**src/rtl/cpu_trace_pkg.sv**
```systemverilog
// Shared constants, event encodings and FSM states for the CPU trace-line format.
// Latency: n/a (package only).
// Backpressure: n/a. CPU_TRACE_UPPER_HEX_EN selects uppercase hex letters in hex_char().
package cpu_trace_pkg;

    // ASCII punctuation used by the trace-line grammar
    localparam logic [7:0] CH_CARET  = 8'h5E;
    localparam logic [7:0] CH_AT     = 8'h40;
    localparam logic [7:0] CH_COLON  = 8'h3A;
    localparam logic [7:0] CH_SPACE  = 8'h20;
    localparam logic [7:0] CH_DOLLAR = 8'h24;
    localparam logic [7:0] CH_STAR   = 8'h2A;
    localparam logic [7:0] CH_LT     = 8'h3C;
    localparam logic [7:0] CH_EQ     = 8'h3D;
    localparam logic [7:0] CH_HASH   = 8'h23;
    localparam logic [7:0] CH_ZERO   = 8'h30;

`ifdef CPU_TRACE_UPPER_HEX_EN
    localparam logic [7:0] CH_HEX_A  = 8'h41;
`else
    localparam logic [7:0] CH_HEX_A  = 8'h61;
`endif

    // Event type encodings (0 and 3 are dropped)
    localparam logic [1:0] TRACE_NONE = 2'd0;
    localparam logic [1:0] TRACE_REG  = 2'd1;
    localparam logic [1:0] TRACE_MEM  = 2'd2;

    // Largest printable timestamp; larger values saturate at capture
    localparam logic [13:0] TIME_MAX = 14'd9999;

    // One state per emitted field; the three separating spaces get distinct states
    typedef enum logic [3:0] {
        ST_IDLE,
        ST_CARET,
        ST_TIME,
        ST_AT,
        ST_PC,
        ST_COLON,
        ST_SP_A,
        ST_TAG,
        ST_DEST,
        ST_SP_B,
        ST_LT,
        ST_EQ,
        ST_SP_C,
        ST_DATA,
        ST_HASH
    } trace_state_e;

    function automatic logic [7:0] hex_char(input logic [3:0] nib);
        logic [7:0] n8;
        n8 = {4'h0, nib};
        if (nib < 4'd10) begin
            return CH_ZERO + n8;
        end
        return CH_HEX_A + n8 - 8'd10;
    endfunction

    function automatic logic [7:0] dec_char(input logic [3:0] digit);
        return CH_ZERO + {4'h0, digit};
    endfunction

    // Picks one BCD digit; idx 0 is the ones digit
    function automatic logic [3:0] bcd_digit(input logic [15:0] bcd, input logic [1:0] idx);
        case (idx)
            2'd0:    return bcd[3:0];
            2'd1:    return bcd[7:4];
            2'd2:    return bcd[11:8];
            default: return bcd[15:12];
        endcase
    endfunction

endpackage

```
**src/rtl/trace_bin2bcd.sv**
```systemverilog
// Combinational double-dabble: 14-bit binary (caller keeps it <= 9999) to 4 BCD digits + digit count.
// Latency: 0 cycles (pure combinational).
// Backpressure: none; output follows input continuously.
module trace_bin2bcd
    import cpu_trace_pkg::*;
(
    input  logic [13:0] bin,
    output logic [15:0] bcd,
    output logic [2:0]  ndig
);

    logic [15:0] acc;

    // Shift-and-add-3 conversion; a thousands overflow cannot occur for inputs up to TIME_MAX
    always_comb begin
        acc = '0;
        for (int i = 13; i >= 0; i--) begin
            for (int d = 0; d < 4; d++) begin
                if (acc[d*4 +: 4] >= 4'd5) begin
                    acc[d*4 +: 4] = acc[d*4 +: 4] + 4'd3;
                end
            end
            acc = {acc[14:0], bin[i]};
        end
        bcd = acc;
    end

    // Number of significant digits; zero still prints one digit
    always_comb begin
        if (bcd_digit(acc, 2'd3) != 4'd0) begin
            ndig = 3'd4;
        end else if (bcd_digit(acc, 2'd2) != 4'd0) begin
            ndig = 3'd3;
        end else if (bcd_digit(acc, 2'd1) != 4'd0) begin
            ndig = 3'd2;
        end else begin
            ndig = 3'd1;
        end
    end

endmodule

```
**src/rtl/cpu_trace_emitter.sv**
```systemverilog
// Serialises one CPU write-back event into an ASCII trace line, one character per clock.
// Latency: first char ('^') is registered out the cycle after accept; no gaps until '#'.
// Backpressure: in_ready only in IDLE and on the '#' cycle; CPU_TRACE_UPPER_HEX_EN selects uppercase hex.
module cpu_trace_emitter
    import cpu_trace_pkg::*;
#(
    parameter int TIME_W = 14   // must be >= 14 so the saturation limit is representable
)
(
    input  logic              clk,
    input  logic              reset,
    input  logic              in_valid,
    output logic              in_ready,
    input  logic [1:0]        in_type,
    input  logic [TIME_W-1:0] in_time,
    input  logic [31:0]       in_pc,
    input  logic [4:0]        in_reg,
    input  logic [31:0]       in_addr,
    input  logic [31:0]       in_data,
    output logic [7:0]        char,
    output logic              char_valid,
    output logic              busy
);

    trace_state_e state_q, state_d;
    logic [2:0]   cnt_q, cnt_d;
    logic [1:0]   type_q, type_d;
    logic [13:0]  time_q, time_d;
    logic [31:0]  pc_q, pc_d;
    logic [4:0]   reg_q, reg_d;
    logic [31:0]  addr_q, addr_d;
    logic [31:0]  data_q, data_d;
    logic [7:0]   char_q, char_d;
    logic         char_valid_q, char_valid_d;
    logic         in_ready_q, in_ready_d;

    logic         accept;
    logic         type_ok;
    logic [13:0]  time_sat;
    logic [15:0]  time_bcd;
    logic [2:0]   time_ndig;
    logic [15:0]  reg_bcd;
    logic [2:0]   reg_ndig;

    assign accept     = in_valid && in_ready_q;
    assign type_ok    = (in_type == TRACE_REG) || (in_type == TRACE_MEM);
    assign in_ready   = in_ready_q;
    assign char       = char_q;
    assign char_valid = char_valid_q;
    assign busy       = char_valid_q;

    // Clamp the timestamp before capture so the decimal field never exceeds four digits
    always_comb begin
        if (in_time > TIME_W'(TIME_MAX)) begin
            time_sat = TIME_MAX;
        end else begin
            time_sat = 14'(in_time);
        end
    end

    trace_bin2bcd u_time_bcd (
        .bin  (time_q),
        .bcd  (time_bcd),
        .ndig (time_ndig)
    );

    trace_bin2bcd u_reg_bcd (
        .bin  ({9'd0, reg_q}),
        .bcd  (reg_bcd),
        .ndig (reg_ndig)
    );

    // Next state, digit counter, field capture and the registered character for the next cycle
    always_comb begin
        state_d = state_q;
        cnt_d   = cnt_q;
        type_d  = type_q;
        time_d  = time_q;
        pc_d    = pc_q;
        reg_d   = reg_q;
        addr_d  = addr_q;
        data_d  = data_q;

        if (accept) begin
            type_d = in_type;
            time_d = time_sat;
            pc_d   = in_pc;
            reg_d  = in_reg;
            addr_d = in_addr;
            data_d = in_data;
        end

        case (state_q)
            ST_IDLE:  if (accept && type_ok) state_d = ST_CARET;
            ST_CARET: begin
                state_d = ST_TIME;
                cnt_d   = time_ndig - 3'd1;
            end
            ST_TIME:  if (cnt_q == 3'd0) state_d = ST_AT; else cnt_d = cnt_q - 3'd1;
            ST_AT: begin
                state_d = ST_PC;
                cnt_d   = 3'd7;
            end
            ST_PC:    if (cnt_q == 3'd0) state_d = ST_COLON; else cnt_d = cnt_q - 3'd1;
            ST_COLON: state_d = ST_SP_A;
            ST_SP_A:  state_d = ST_TAG;
            ST_TAG: begin
                state_d = ST_DEST;
                cnt_d   = (type_q == TRACE_REG) ? (reg_ndig - 3'd1) : 3'd7;
            end
            ST_DEST:  if (cnt_q == 3'd0) state_d = ST_SP_B; else cnt_d = cnt_q - 3'd1;
            ST_SP_B:  state_d = ST_LT;
            ST_LT:    state_d = ST_EQ;
            ST_EQ:    state_d = ST_SP_C;
            ST_SP_C: begin
                state_d = ST_DATA;
                cnt_d   = 3'd7;
            end
            ST_DATA:  if (cnt_q == 3'd0) state_d = ST_HASH; else cnt_d = cnt_q - 3'd1;
            ST_HASH:  state_d = (accept && type_ok) ? ST_CARET : ST_IDLE;
            default:  state_d = ST_IDLE;
        endcase

        char_valid_d = (state_d != ST_IDLE);
        in_ready_d   = (state_d == ST_IDLE) || (state_d == ST_HASH);

        case (state_d)
            ST_CARET: char_d = CH_CARET;
            ST_TIME:  char_d = dec_char(bcd_digit(time_bcd, cnt_d[1:0]));
            ST_AT:    char_d = CH_AT;
            ST_PC:    char_d = hex_char(pc_q[{cnt_d, 2'b00} +: 4]);
            ST_COLON: char_d = CH_COLON;
            ST_SP_A,
            ST_SP_B,
            ST_SP_C:  char_d = CH_SPACE;
            ST_TAG:   char_d = (type_q == TRACE_REG) ? CH_DOLLAR : CH_STAR;
            ST_DEST:  char_d = (type_q == TRACE_REG) ? dec_char(bcd_digit(reg_bcd, cnt_d[1:0]))
                                                     : hex_char(addr_q[{cnt_d, 2'b00} +: 4]);
            ST_LT:    char_d = CH_LT;
            ST_EQ:    char_d = CH_EQ;
            ST_DATA:  char_d = hex_char(data_q[{cnt_d, 2'b00} +: 4]);
            ST_HASH:  char_d = CH_HASH;
            default:  char_d = 8'h00;
        endcase
    end

    // All state and outputs registered; reset aborts any record in flight
    always_ff @(posedge clk) begin
        if (reset) begin
            state_q      <= ST_IDLE;
            cnt_q        <= 3'd0;
            type_q       <= TRACE_NONE;
            time_q       <= 14'd0;
            pc_q         <= 32'd0;
            reg_q        <= 5'd0;
            addr_q       <= 32'd0;
            data_q       <= 32'd0;
            char_q       <= 8'h00;
            char_valid_q <= 1'b0;
            in_ready_q   <= 1'b0;
        end else begin
            state_q      <= state_d;
            cnt_q        <= cnt_d;
            type_q       <= type_d;
            time_q       <= time_d;
            pc_q         <= pc_d;
            reg_q        <= reg_d;
            addr_q       <= addr_d;
            data_q       <= data_d;
            char_q       <= char_d;
            char_valid_q <= char_valid_d;
            in_ready_q   <= in_ready_d;
        end
    end

endmodule

```
**config.mk**
```make
export PLATFORM = sky130hd
export DESIGN_NAME = cpu_trace_emitter
export DESIGN_NICKNAME = d
export VERILOG_FILES = /design/src/rtl/cpu_trace_pkg.sv /design/src/rtl/trace_bin2bcd.sv /design/src/rtl/cpu_trace_emitter.sv
export SDC_FILE = /design/constraint.sdc
export NUM_CORES = 1
export LEC_CHECK = 0
export ABC_AREA = 1
export CORE_MARGIN = 5
export CORE_UTILIZATION = 45
export DETAILED_ROUTE_END_ITERATION = 6
export PLACE_DENSITY = 0.68
export SLEW_MARGIN = 20
export SYNTH_ARGS = -nofsm -noshare
export SYNTH_HDL_FRONTEND = slang
export SYNTH_SLANG_ARGS = --single-unit
```
**constraint.sdc**
```tcl
create_clock -name clk -period 23.1 [get_ports clk]
set_clock_uncertainty 0.1 [all_clocks]
set_input_delay 5.775 -clock clk [delete_from_list [all_inputs] [get_ports clk]]
set_output_delay 5.775 -clock clk [all_outputs]
set_load 0.01 [all_outputs]
```
; After elaboration in Yosys (flattened, before gate mapping)
; Cells that the tools add are included.
; W data, S select, Z words.
[totals]
regBits = 134
output_inout_bits = 11
wordCells = 233
[classes]
n_addsub = 50
magnitude_cmp = 40
eq_ne = 33
shift = 3
mux = 78
reduce_logical = 18
[ops]
columns = op, count
row1 = $mux W4, 47
row2 = $ge A4 B3 Y1 const B, 28
row3 = $add A4 B2 Y4 const B, 27
row4 = $pmux W8 S12, 1
row5 = $shiftx A32 B6 Y4, 3
row6 = $pmux W4 S15, 1
row7 = $eq A4 B4 Y1 const B, 14
row8 = $mux W8, 7
row9 = $add A6 B4 Y7 const A, 5
row10 = $eq A4 B3 Y1 const B, 8
row11 = $reduce_bool A4 Y1, 7
row12 = $mux W3, 9
row13 = $add A7 B4 Y8 const A, 3
row14 = $pmux W4 S3, 2
row15 = $sub A8 B4 Y8 const B, 3
row16 = $eq A4 B2 Y1 const B, 4
row17 = $gt A14 B14 Y1 const B, 1
row18 = $mux W14, 1
row19 = $add A1 B2 Y3 const B, 4
row20 = $add A3 B2 Y4 const B, 3
row21 = $ge A1 B3 Y1 const B, 4
row22 = $ge A3 B3 Y1 const B, 4
row23 = $lt A4 B4 Y1 const B, 3
row24 = $pmux W3 S4, 1
row25 = 15 further kinds, 32

; Depth between registers and ports, before layout
[logic_depth]
depth_word = 40
depth_mapped = 89

; Hierarchy
; From an unflattened synthesis, not the netlist that was laid out.
[unflattened]
cells_unflattened = 2120
area_unflattened_um2 = 12499.5
[by_module_without_submodules]
columns = module, n_inst, cells_per_inst, area_each_um2
row1 = cpu_trace_emitter, 1, 1050, 6809.0
row2 = trace_bin2bcd, 2, 535, 2845.2

; Least setup slack after synthesis
; No wires, ideal clock.
[synth_path]
kind = register to register
startpoint = reg time_q[12]
endpoint = reg char_q[2] (netlist: char[2])
setup_ns = 0.119
arrival_ns = 9.181
slack_ns = 13.700
path_stages_with_launch = 84
period_less_slack_ns = 9.400
path_cell_list = dfxtp_1 > inv_2 > ha_1 > o21ai_1 > nand2_1 > nand2_1 > ha_1 > inv_1 > nand2_1 > nand3_2 > nand2_1 > nand2_1 > nand2_1 > inv_1 > ha_1 > or2_2 > nand3_1 > nand2_1 > [48 not listed] > o311ai_0 > o21a_1 > inv_1 > buf_2 > buf_2 > nand3_1 > nand3_1 > nor2_1 > nor2_1 > inv_1 > ha_1 > inv_1 > nand3_1 > nand4_1 > nand2_1 > nand3_1 > nor2_1 > nor2_1
[synth_between]
elab_chain_len = 37
word_cells_on_any_way = 127
cone_classes = add/sub (38) / order compare (29) / eq/ne (2) / shift (3) / mux (51) / reduce/logical (4)
[synth_rtl]
columns = element, line_no
row1 = start: declaration, cpu_trace_emitter.sv:28  ; logic [13:0] time_q, time_d;
row2 = start signal: assignment, cpu_trace_emitter.sv:165  ; time_q <= time_d;
row3 = $add A3 B2 Y4 or $ge A3 B3 Y1 (tied branches), "trace_bin2bcd.sv:20, trace_bin2bcd.sv:19"
row4 = $mux W4 *, trace_bin2bcd.sv:19  ; if (acc[d*4 +: 4] >= 4'd5) begin
row5 = branches (longest 34 deep; another with $add A4 B2 Y4), n/a
row6 = $pmux W8 S12 *, cpu_trace_emitter.sv:127  ; case (state_d)
row7 = end signal: assignment, cpu_trace_emitter.sv:170  ; char_q <= char_d;
row8 = end: declaration, cpu_trace_emitter.sv:33  ; logic [7:0] char_q, char_d;
; Every way passes the cells marked *. The select of a mux whose other input is x is not followed.
; A chain may end at the register's enable or synchronous reset.

; Worst setup path after layout
[layout_path]
startpoint = reg time_q[12]
endpoint = reg char_q[4] (netlist: char[4])
; Same word-level chain as after synthesis.

==> results.toml <==
[floorplan]
die_h_um = 156
die_x_um = 156
core_region_area_um2 = 21000
start_util = 0.456
dieArea_um2 = 24300
rows = 53
num_io_pins = 131

[timing]
setup_viol = 0
fin_tns_setup_ns = 0
worst_slew_pin_slew_ns = 1.06
max_slew_margin = 0.293
period_needed_ns = 12.06
rsz0062_at_grt = "no"
slew_violations = 0
hold_viol = 0
max_freq_mhz = 82.9
fin_crit_sh = 0.522

[layout]
fillers = 2092
nets = 1800
layout_common_cells = "334 x nand2_1, 255 x nor2_1, 159 x nand3_1"
antenna_cells = 0
layout_commonest_cell = "nand2_1"
layout-drive-gt1-share = 0.105
area_growth_pct = 20.9
fin_cells = 1936

[critical_path]
slowest_stage = "o21a_1"
r2r-end = "char[4]"
ff2ff_setup_slack_ns = 11.04
reg2regPathDepth = 81
max_stage_delay_ns = 0.90
worstSetupStartpoint = "time_q[12]"
path_class = "register to register"
required_ns = 23.32
cpMostUsedCell = "nand2_1"
cp_max_fo = 29
r2r-start = "time_q[12]"
worstPathArrival_ns = 12.28
worstSetupEndpointType = "register"
cp-start-kind = "register"

[routing]
drc = 0
wl_per_cell_um = 14.1
ant_nets = 0
firstDrtPassIters = 7
drt-initial-drc-count = 756
wl_mm = 27.3
vias = 9924
viasPerCell = 5.13

[placement]
gp_congestion = 0.915
numPlacedInstances = 1904
portBuffers = 129
dpl.hpwl_mm = 20.6

[logic_synthesis]
synth_simple_gate_area_frac = 0.436
synth-async-reset-ratio = 0
synthTopCellsByArea = "dfxtp_1 28%, nand2_1 13%, nor2_1 10%, nand3_1 8.3%, o21ai_0 6.6%"
synth_area_um2 = 9590
synthMuxAreaShare = 0
syn_avg_cell_area_um2 = 6.19
synth_cell_type_count = 52
synth_seq_cells = 133
synth_fa_ha_area_frac = 0.0417
synth_edf_count = 0
synth_top_family_by_area = "simple AND/OR/NAND/NOR gates"
synth_cells = 1551
synth_top_flop_cell = "dfxtp_1"
yosysTopAreaCellShare = 0.278
ys_seq_area_frac = 0.278
syn_nets = 1703
yosys.area.top_type = "dfxtp_1"
synth_xor_area_frac = 0.00913
synth_warnings = 0
synth-compound-area-share = 0.141

[worst_hold_path]
hp-class = "register to register"
min_from = "data_q[11]"
hold_path_depth = 2
min_to = "data_q[11]"

[cts]
cts-root-buf = "clkbuf_16"
cts_sinks = 133
clk_path_buf_depth = 2
holdBufCountCts = 0
htree_levels = 4
cts_resized = 0
insertion_delay_ns = 0.43
post_cts_buffers = 0
clk_pin_slew_worst_paths_ns = 0.07
cts_buffers = 17
cts_tree = "yes"

[global_routing]
grt_pass1_vias = 9225
antenna_found_initial = 0
grt_overflow_total = 0
grt.total_usage = 0.221
grt_max_degree = 97
grt_first_pass_wirelength_mm = 44.4

[run_status]
status = "completed"

[run]
cap_violations = 0
-- logic make-up (layout without fill, tap and decap cells) --
logic type | Yosys count | after routing
compound gates | 243 | 243
xor+xnor | 10 | 10
fa+ha+maj | 32 | 32
buf+inv | 225 | 335
flops | 133 | 133
other cells | 1 | 1
simple gates | 907 | 907
-- per-stage QoR --
stage / utilization / hold slack, ns / setup WS, ns / area [um2]
finish: 0.552 / 0.352 / 11.04 / 11600
floorplan: - / 0.325 / 13.70 / 9590
detailed placement: 0.524 / 0.344 / 11.26 / 11000
global placement: 0.524 / 0.338 / 11.66 / 11000
CTS: 0.552 / 0.356 / 11.14 / 11600
global route: 0.552 / 0.379 / 9.84 / 11600
-- worst max-delay path by stage --
| stage | to | slack [ns] | cells past startpoint |
|---|---|---|---|
| after floorplan | char[2] | 13.70 | 83 |
| after global placement | char[4] | 11.66 | 81 |
| after detailed placement | char[4] | 11.26 | 81 |
| after CTS | char[4] | 11.14 | 81 |
| after global routing | char[4] | 9.84 | 80 |
| final | char[4] | 11.04 | 81 |
-- final cells by class --
| cell class | count | area [um2] | share of cell area |
|---|---|---|---|
| Sequential cell | 133 | 2660 | 0.230 |
| Clock buffer | 17 | 425 | 0.0367 |
| Tap cell | 275 | 344 | 0.0297 |
| Clock inverter | 15 | 163 | 0.0140 |
| Inverter | 168 | 631 | 0.0544 |
| Timing Repair Buffer | 135 | 1340 | 0.115 |
| Multi-Input combinational cell | 1193 | 6030 | 0.520 |
-- routing by layer --
| layer | routed length [um] | vias up | GRT usage |
|---|---|---|---|
| met5 | 0 | - | 0 |
| met2 | 12300 | 251 | 0.352 |
| li1 | - | 5253 | - |
| met4 | 633 | 0 | 0.0663 |
| met1 | 12800 | 4373 | 0.302 |
| met3 | 1630 | 47 | 0.0463 |
-- critical path: cells and delay by family (launching register included) --
family / cells / cell delay (ns)
fa+ha+maj: 11 / 2.09
compound gates: 9 / 2.47
xor+xnor: 1 / 0.21
buf+inv: 15 / 1.66
simple gates: 45 / 5.01
flops: 1 / 0.36
-- cell usage after synthesis, types with 3 or more instances --
master and n:
nand2_2 60, nand3_1 159, a31oi_1 5, o21ai_2 3, buf_6 5, ha_1 32
a221oi_1 3, o21ai_1 16, o211ai_1 6, clkbuf_1 38, nand2_1 335, xor2_1 7
buf_1 4, nand3b_1 4, or2_1 3, nand2_4 10, nor4_1 3, nand3_2 20
a21oi_1 53, nor2_4 5, buf_4 4, o21bai_1 3, a211oi_1 6, nand4_1 33
inv_2 21, nor3_1 9, nor2_1 255, o2111ai_1 4, dfxtp_1 133, buf_2 6
o31ai_1 3, o21ai_0 127, inv_1 145, nor2_2 5, xnor2_1 3
-- flip-flops by register name, summed over array words and instances (netlist names) --
signal / count
char: 7
time_q: 14
in_ready: 1
type_q: 2
reg_q: 5
data_q: 32
state_q: 4
cnt_q: 3
addr_q: 32
busy: 1
pc_q: 32
Power is not shown: default switching activity piles up to over one toggle a cycle in this logic, so the estimate is an artifact.
